===== src/rtl/decoder_rr_arbiter.sv =====
// Round-robin arbiter for eight requesters sharing one 3-to-8 decoder select path.
// A grant is held while its request stays up, and is preempted after MAX_HOLD cycles if others wait.
module decoder_rr_arbiter #(
    parameter int MAX_HOLD = 4
) (
    input  logic       clk,
    input  logic       rst_n,
    input  logic       en,
    input  logic [7:0] req,
    output logic [7:0] gnt,
    output logic [2:0] gnt_idx,
    output logic       gnt_valid
);

    localparam logic [0:0] ST_IDLE  = 1'b0;
    localparam logic [0:0] ST_GRANT = 1'b1;
    localparam logic [3:0] HOLD_LAST = 4'(MAX_HOLD - 1);

    logic [0:0] state_q, state_d;
    logic [2:0] ptr_q, ptr_d;
    logic [3:0] hold_cnt_q, hold_cnt_d;
    logic [2:0] gnt_idx_q, gnt_idx_d;
    logic       gnt_valid_q, gnt_valid_d;
    logic [7:0] gnt_q, gnt_d;

    // Circular search for the first set bit at or after start; result is {found, index}.
    function automatic logic [3:0] scan(input logic [7:0] r, input logic [2:0] start);
        logic       found;
        logic [2:0] idx;
        logic [2:0] k;
        found = 1'b0;
        idx   = 3'd0;
        for (int unsigned i = 0; i < 8; i++) begin
            k = start + i[2:0];
            if (!found && r[k]) begin
                found = 1'b1;
                idx   = k;
            end
        end
        return {found, idx};
    endfunction

    logic [3:0] scan_ptr;
    logic [3:0] scan_next;
    logic       holder_req;
    logic       others_req;

    always_comb begin
        scan_ptr   = scan(req, ptr_q);
        scan_next  = scan(req, gnt_idx_q + 3'd1);
        holder_req = req[gnt_idx_q];
        others_req = (req & ~(8'd1 << gnt_idx_q)) != 8'd0;

        state_d     = state_q;
        ptr_d       = ptr_q;
        hold_cnt_d  = hold_cnt_q;
        gnt_idx_d   = gnt_idx_q;
        gnt_valid_d = gnt_valid_q;

        if (!en) begin
            state_d     = ST_IDLE;
            hold_cnt_d  = 4'd0;
            gnt_idx_d   = 3'd0;
            gnt_valid_d = 1'b0;
        end else if (state_q == ST_IDLE) begin
            hold_cnt_d  = 4'd0;
            gnt_idx_d   = scan_ptr[3] ? scan_ptr[2:0] : 3'd0;
            gnt_valid_d = scan_ptr[3];
            state_d     = scan_ptr[3] ? ST_GRANT : ST_IDLE;
        end else if (!holder_req || (hold_cnt_q == HOLD_LAST && others_req)) begin
            // Release and preemption share the rescan from c+1; preemption always finds another bit.
            ptr_d       = gnt_idx_q + 3'd1;
            hold_cnt_d  = 4'd0;
            gnt_idx_d   = scan_next[3] ? scan_next[2:0] : 3'd0;
            gnt_valid_d = scan_next[3];
            state_d     = scan_next[3] ? ST_GRANT : ST_IDLE;
        end else if (hold_cnt_q != HOLD_LAST) begin
            hold_cnt_d = hold_cnt_q + 4'd1;
        end

        gnt_d = gnt_valid_d ? (8'd1 << gnt_idx_d) : 8'd0;
    end

    always_ff @(posedge clk) begin
        if (!rst_n) begin
            state_q     <= ST_IDLE;
            ptr_q       <= 3'd0;
            hold_cnt_q  <= 4'd0;
            gnt_idx_q   <= 3'd0;
            gnt_valid_q <= 1'b0;
            gnt_q       <= 8'd0;
        end else begin
            state_q     <= state_d;
            ptr_q       <= ptr_d;
            hold_cnt_q  <= hold_cnt_d;
            gnt_idx_q   <= gnt_idx_d;
            gnt_valid_q <= gnt_valid_d;
            gnt_q       <= gnt_d;
        end
    end

    assign gnt       = gnt_q;
    assign gnt_idx   = gnt_idx_q;
    assign gnt_valid = gnt_valid_q;

endmodule


===== config.mk =====
export PLATFORM = sky130hd
export DESIGN_NAME = decoder_rr_arbiter
export DESIGN_NICKNAME = d
export VERILOG_FILES = /design/src/rtl/decoder_rr_arbiter.sv
export SDC_FILE = /design/constraint.sdc
export NUM_CORES = 1
export LEC_CHECK = 0
export CAP_MARGIN = 20
export CORE_UTILIZATION = 40
export DETAILED_ROUTE_END_ITERATION = 12
export GPL_ROUTABILITY_DRIVEN = 0
export HOLD_SLACK_MARGIN = 0.12
export PLACE_DENSITY = 0.56
export SYNTH_ARGS = -nofsm -noshare
export SYNTH_HDL_FRONTEND = slang
export SYNTH_SLANG_ARGS = --single-unit

===== constraint.sdc =====
create_clock -name clk -period 4.9 [get_ports clk]
set_input_delay 0.98 -clock clk [delete_from_list [all_inputs] [get_ports clk]]
set_output_delay 0.98 -clock clk [all_outputs]
set_load 0.01 [all_outputs]

Word-level counts from Yosys, hierarchy flattened
Cells that the tools add are included.
{ "totals": {"reg_bits": 20, "latch_bits": 0, "mem_bits_rw": 0, "rom_bits": 0, "input_bits": 11, "output_inout_bits": 12, "wordCells": 162, "n_memories": 0} }
{ "classes": {"addsub": 16, "mul": 0, "div": 0, "n_lt_le_gt_ge": 17, "n_eq_ne": 2, "shift": 2, "n_mux": 78, "bitwise_logic": 5, "n_reduce_logical": 36} }
{ "op_table": {"columns": ["cell", "n"], "rows": [
  ["less-than comparator 3 x 4 -> 1 bit (second input constant)", 17],
  ["two-way mux 3 bit", 21],
  ["binary-select mux 1 bit (select 3 bit)", 17],
  ["two-way mux 1 bit", 40],
  ["adder 3 bit (second input constant)", 8],
  ["<< shifter 1 x 3 -> 8 bit (first input constant)", 2],
  ["logical AND 1 bit", 15],
  ["logical NOT 1 bit", 15],
  ["adder 3 x 2 -> 3 bit (second input constant)", 4],
  ["adder 3 x 1 -> 3 bit (second input constant)", 3],
  ["AND 8 bit", 1],
  ["inverter 8 bit", 1],
  ["nonzero test 8 bit", 1],
  ["adder 4 x 1 -> 4 bit (second input constant)", 1],
  ["== test 4 x 2 -> 1 bit (second input constant)", 1],
  ["!= test 4 x 2 -> 1 bit (second input constant)", 1],
  ["AND reduction 2 bit", 2],
  ["OR reduction 4 bit", 1],
  ["inverter 1 bit", 3],
  ["AND reduction 3 bit", 1],
  ["logical OR 1 bit", 1]
]} }

Depth between registers and ports, before layout
{ "depth": {"ltp_word": 30, "ltp_mapped": 15, "mapped_depth_nobuf": 11} }

Worst setup path after synthesis
OpenSTA, ideal clock, no wires.
{ "synth_path": {"path_kind": "reg-to-reg", "startpoint": "register ptr_q[0]", "endpoint": "register gnt_q[2] (netlist: gnt[2])", "setup_time_ns": 0.098, "arrival_time_ns": 3.486, "required_ns": 4.802, "path_slack_ns": 1.316, "stages_incl_launch_ff": 12, "path_buffers": 2, "synth_period_minus_slack_ns": 3.584, "path_cell_list": "dfxtp_1 > buf_2 > buf_2 > inv_1 > ha_1 > mux4_2 > a221o_1 > a221o_1 > a221o_1 > a32oi_1 > o32ai_2 > nor4b_1"} }
{ "synth_between": {"elab_chain_cells": 28, "elab_cells_between_ends": 60, "classes_between": "7 x add/sub; 1 x shift; 37 x mux; 15 x reduce/logical"} }
{ "synth_lines": {"columns": ["item", "line_no", "rtl"], "rows": [
  ["from (decl)", "20", "logic [2:0] ptr_q, ptr_d;"],
  ["from (signal assigned)", "94", "ptr_q <= ptr_d;"],
  ["branches (longest 28 deep; another with adder 3 x 1 -> 3 bit)", null, null],
  ["to (signal assigned)", "98", "gnt_q <= gnt_d;"],
  ["to (decl)", "24", "logic [7:0] gnt_q, gnt_d;"]
]} }
Several ways; the timed one is not identified. The select of a mux whose other input is x is not followed.
A chain may end at the register's enable or synchronous reset.

Worst setup path after layout
{ "layout_path": {"startpoint": "register gnt_idx_q[0] (netlist: gnt_idx[0])", "endpoint": "register gnt_q[7] (netlist: gnt[7])"} }
{ "layout_between": {"elab_chain_cells": 30, "elab_cells_between_ends": 72, "classes_between": "8 x add/sub; 2 x shift; 41 x mux; 2 x bitwise; 19 x reduce/logical"} }
{ "layout_lines": {"columns": ["item", "line_no", "rtl"], "rows": [
  ["from (decl)", "22", "logic [2:0] gnt_idx_q, gnt_idx_d;"],
  ["from (signal assigned)", "96", "gnt_idx_q <= gnt_idx_d;"],
  ["branches (longest 30 deep; another with adder 3 x 1 -> 3 bit)", null, null]
]} }
Several ways; the timed one is not identified. The select of a mux whose other input is x is not followed.

==> metrics.md <==
| Metric | Value |
|---|---|
| Critical-path cell list | buf_4 -> inv_2 -> ha_1 -> mux4_2 -> a21oi_1 -> nand3_1 -> a21oi_1 -> and2_1 -> a311oi_1 -> o32ai_2 -> nor4b_1 |
| Clock Latency Late Sink | 0.26 ns |
| FMAX | 0.234 GHz |
| Antenna cell count | 0 |
| CP startpoint | gnt_idx[0] |
| Final setup vio count | 0 |
| Hold path start | hold_cnt_q[1] |
| Root buffer cell | clkbuf_8 |
| Reg2reg setup slack | 0.62 ns |
| Fin Clk Skew | 0.00316 ns |
| Worst Path Arrival | 4.43 ns |
| Area after DPL | 0.00341 mm2 |
| Flops & latches, synth | 20 |
| Num ports | 23 |
| Fill cells | 715 |
| Detailed Place HPWL | 6.26 mm |
| Drt wl/cell | 18.0 um |
| Starting DRT DRC Count | 156 |
| DIE AREA | 0.00803 mm2 |
| RSZ-0062 raised after global routing | no |
| Fraction of registers with async set/reset | 0% |
| Post-synth EDFFs | 0 |
| Worst-path clk slew | 0.07 ns |
| CP delay by family, top | compound AO/OA/AOI/OAI gates |
| Routed wire length | ~8.6 mm |
| Rel. slew slack | 52.8% |
| Post-synthesis sequential area ratio | around an eighth |
| Met2 Track Usage GR | 36.5% |
| Tmin final | 4.28 ns |
| Distinct cells, synth | 73 |
| WP buf/inv | 2 |
| Post-CTS resize count | 0 |
| Top FF cell, synth | dfxtp_1 |
| Worst path most repeated cell | a21oi_1 |
| Synthesized cell area | approximately 0.0031 mm2 |
| Layout Utilization | between 40% and 50% |
| Fin cells | 478 |
| Starting density of the core | approximately two fifths |
| Routed Antenna Nets | 0 |
| Clk buf depth | 2 |
| Hold WS | 0.491 ns |
| GRT Max-Usage Layer | met2 |
| H-tree depth | 1 |
| Height of the chip | 89.6 um |
| Clock sinks | 20 |
| Power per cell area | ~190 mW/mm2 |
| Mean Syn Cell Area | 8.44 um2 |
| Inst Count DP | around 470 |
| Worst min-delay path category | flop to flop |
| Worst VDD drop | 0.101 mV |
| NumNets Final | 401 |
| Worst-Margin Slew | 0.707 ns |
| Setup Crit Path Kind | flop to flop |
| Final Cell Area | 0.00347 mm2 |
| CTS tree | done |
| Leak | 1.28 nW |
| CP Max Fanout | 33 |
| Status | finished clean |
| Most common cell after layout, fill and taps aside | nand2_1 |
| Drt pass-1 iters | 5 |
| Site Rows | 31 |
| Vias/cell | 6.20 |
| Antenna violations before repair | 0 |
| GR met3 Demand/Resource | 2.29% |
| Worst r2r src | gnt_idx[0] |
| First-pass GRT wire length | 14.0 mm |
| Total negative slack | 0 ns |
| Hold Buf Count CTS | 0 |
| Vias | ~3000 |
| Tot GR Track Use | 22.3% |
| Die width | 89.6 um |
| Port Buf Inserts | 22 |
| Num CTS Buffers | 3 |
| Core footprint | 0.00733 mm2 |
| CP endpoint kind | flop |
| Gr ovfl total | 0 |
| Met1 Resource Use GR | about 31% |
| Crit path launch type | flop |
| Warnings from Yosys | 0 |
| Area Growth Syn to Fin | 13.0% |
| Vias in the first global route | 2784 |
| DRC Markers | 0 |
| Share of cells above drive strength 1 | 17.4% |
| Tcrit/Tclk final | 87.3% |
| Final Hold Fails | 0 |
| CP peak stage delay | about 0.74 ns |
| Pins Over Slew Limit | 0 |
| Worst path slowest cell | ha_1 |
| Max Cap Viol | 0 |
| Number of setup buffers added after CTS | 0 |
| Synthesized instance count | ~360 |
| Largest net degree at the start of global routing | 34 |
| Highest-count cells in the layout ignoring fill and taps | nand2_1 (37), mux2i_1 (33), nor2_1 (30) |
| Syn nets | 385 |
| Critical path data required time | 5.06 ns |
[cells by family after synthesis]
logic type               count (synthesis)  synth area share (%)
adder cells (fa/ha/maj)                 10                  4.07
multiplexers                            68                  31.2
buffers and inverters                   46                  6.52
AND/OR/NAND/NOR                        123                  20.6
flip-flops                              20                  13.0
XOR/XNOR                                 8                  2.28
AO/OA/AOI/OAI                           89                  22.4
[worst paths after layout]
check / cells past startpoint / end
min reg2reg: 2 / hold_cnt_q[1]
min: 2 / hold_cnt_q[1]
max reg2reg: 11 / gnt[7]
max: 11 / gnt[7]
[Yosys cell counts, drive strengths merged (3+ instances only)]
master	number	area share (%)
a21oi	13	2.1
inv	16	2.0
dfxtp	20	13
xnor2	4	1.1
clkbuf	16	2.0
a21boi	3	0.73
nor4	4	1.0
nor3	3	0.49
a31oi	4	1.0
a211oi	3	0.73
and4	3	0.86
ha	10	4.1
mux4	20	15
o22ai	3	0.61
o211a	4	1.3
nor2b	5	1.0
nand3b	3	0.73
xor2	4	1.1
mux2i	33	11
a221o	5	1.6
nand2	37	4.5
nand3	11	1.8
o21ai	16	2.6
and2	10	2.0
nor2	30	3.7
o2111ai	3	0.86
o211ai	3	0.73
nor4b	3	1.3
mux2	15	5.7
nand2b	7	1.4
buf	13	2.5
[cell type report]
type | instances | area [um2] | share of cell area, %
clock buffers | 4 | 55.1 | 1.59
well taps | 99 | 124 | 3.57
flip-flops and latches | 20 | 400 | 11.5
repair buffers | 40 | 355 | 10.2
multi-input cells | 298 | 2470 | 71.2
inverters | 17 | 63.8 | 1.84
[registers in the layout, summed over array words and instances (netlist names)]
signal,cells
gnt,8
hold_cnt_q,4
gnt_idx,3
ptr_q,3
gnt_valid,1
state_q,1
[power by group]
group          total [W]  leakage, nW  switching [W]  internal [W]
clock           0.000125       0.0288      0.0000531     0.0000715
sequential      0.000173        0.162     0.00000544      0.000168
combinational   0.000368         1.09       0.000206      0.000162
total           0.000666         1.28       0.000264      0.000401
[worst min-delay path: stages, from the launching register on]
cell and delay, ns:
dfxtp_1 0.33, nand2_1 0.07, a21oi_1 0.05
[layer usage]
layer,vias up,part of all wire (%)
met2,81,47
met5,-,0
met3,14,4.2
li1,1427,-
met1,1443,46
met4,0,2.1
[per-stage QoR]
step	worst slack (ns)	power (W)
2_1_floorplan	1.32	0.000444
3_3_place_gp	0.512	0.000538
3_5_place_dp	0.450	0.000538
4_1_cts	0.628	0.000664
5_1_grt	0.396	0.000708
6_report	0.624	0.000666
Note: power is estimated with default switching activity, not from simulation.
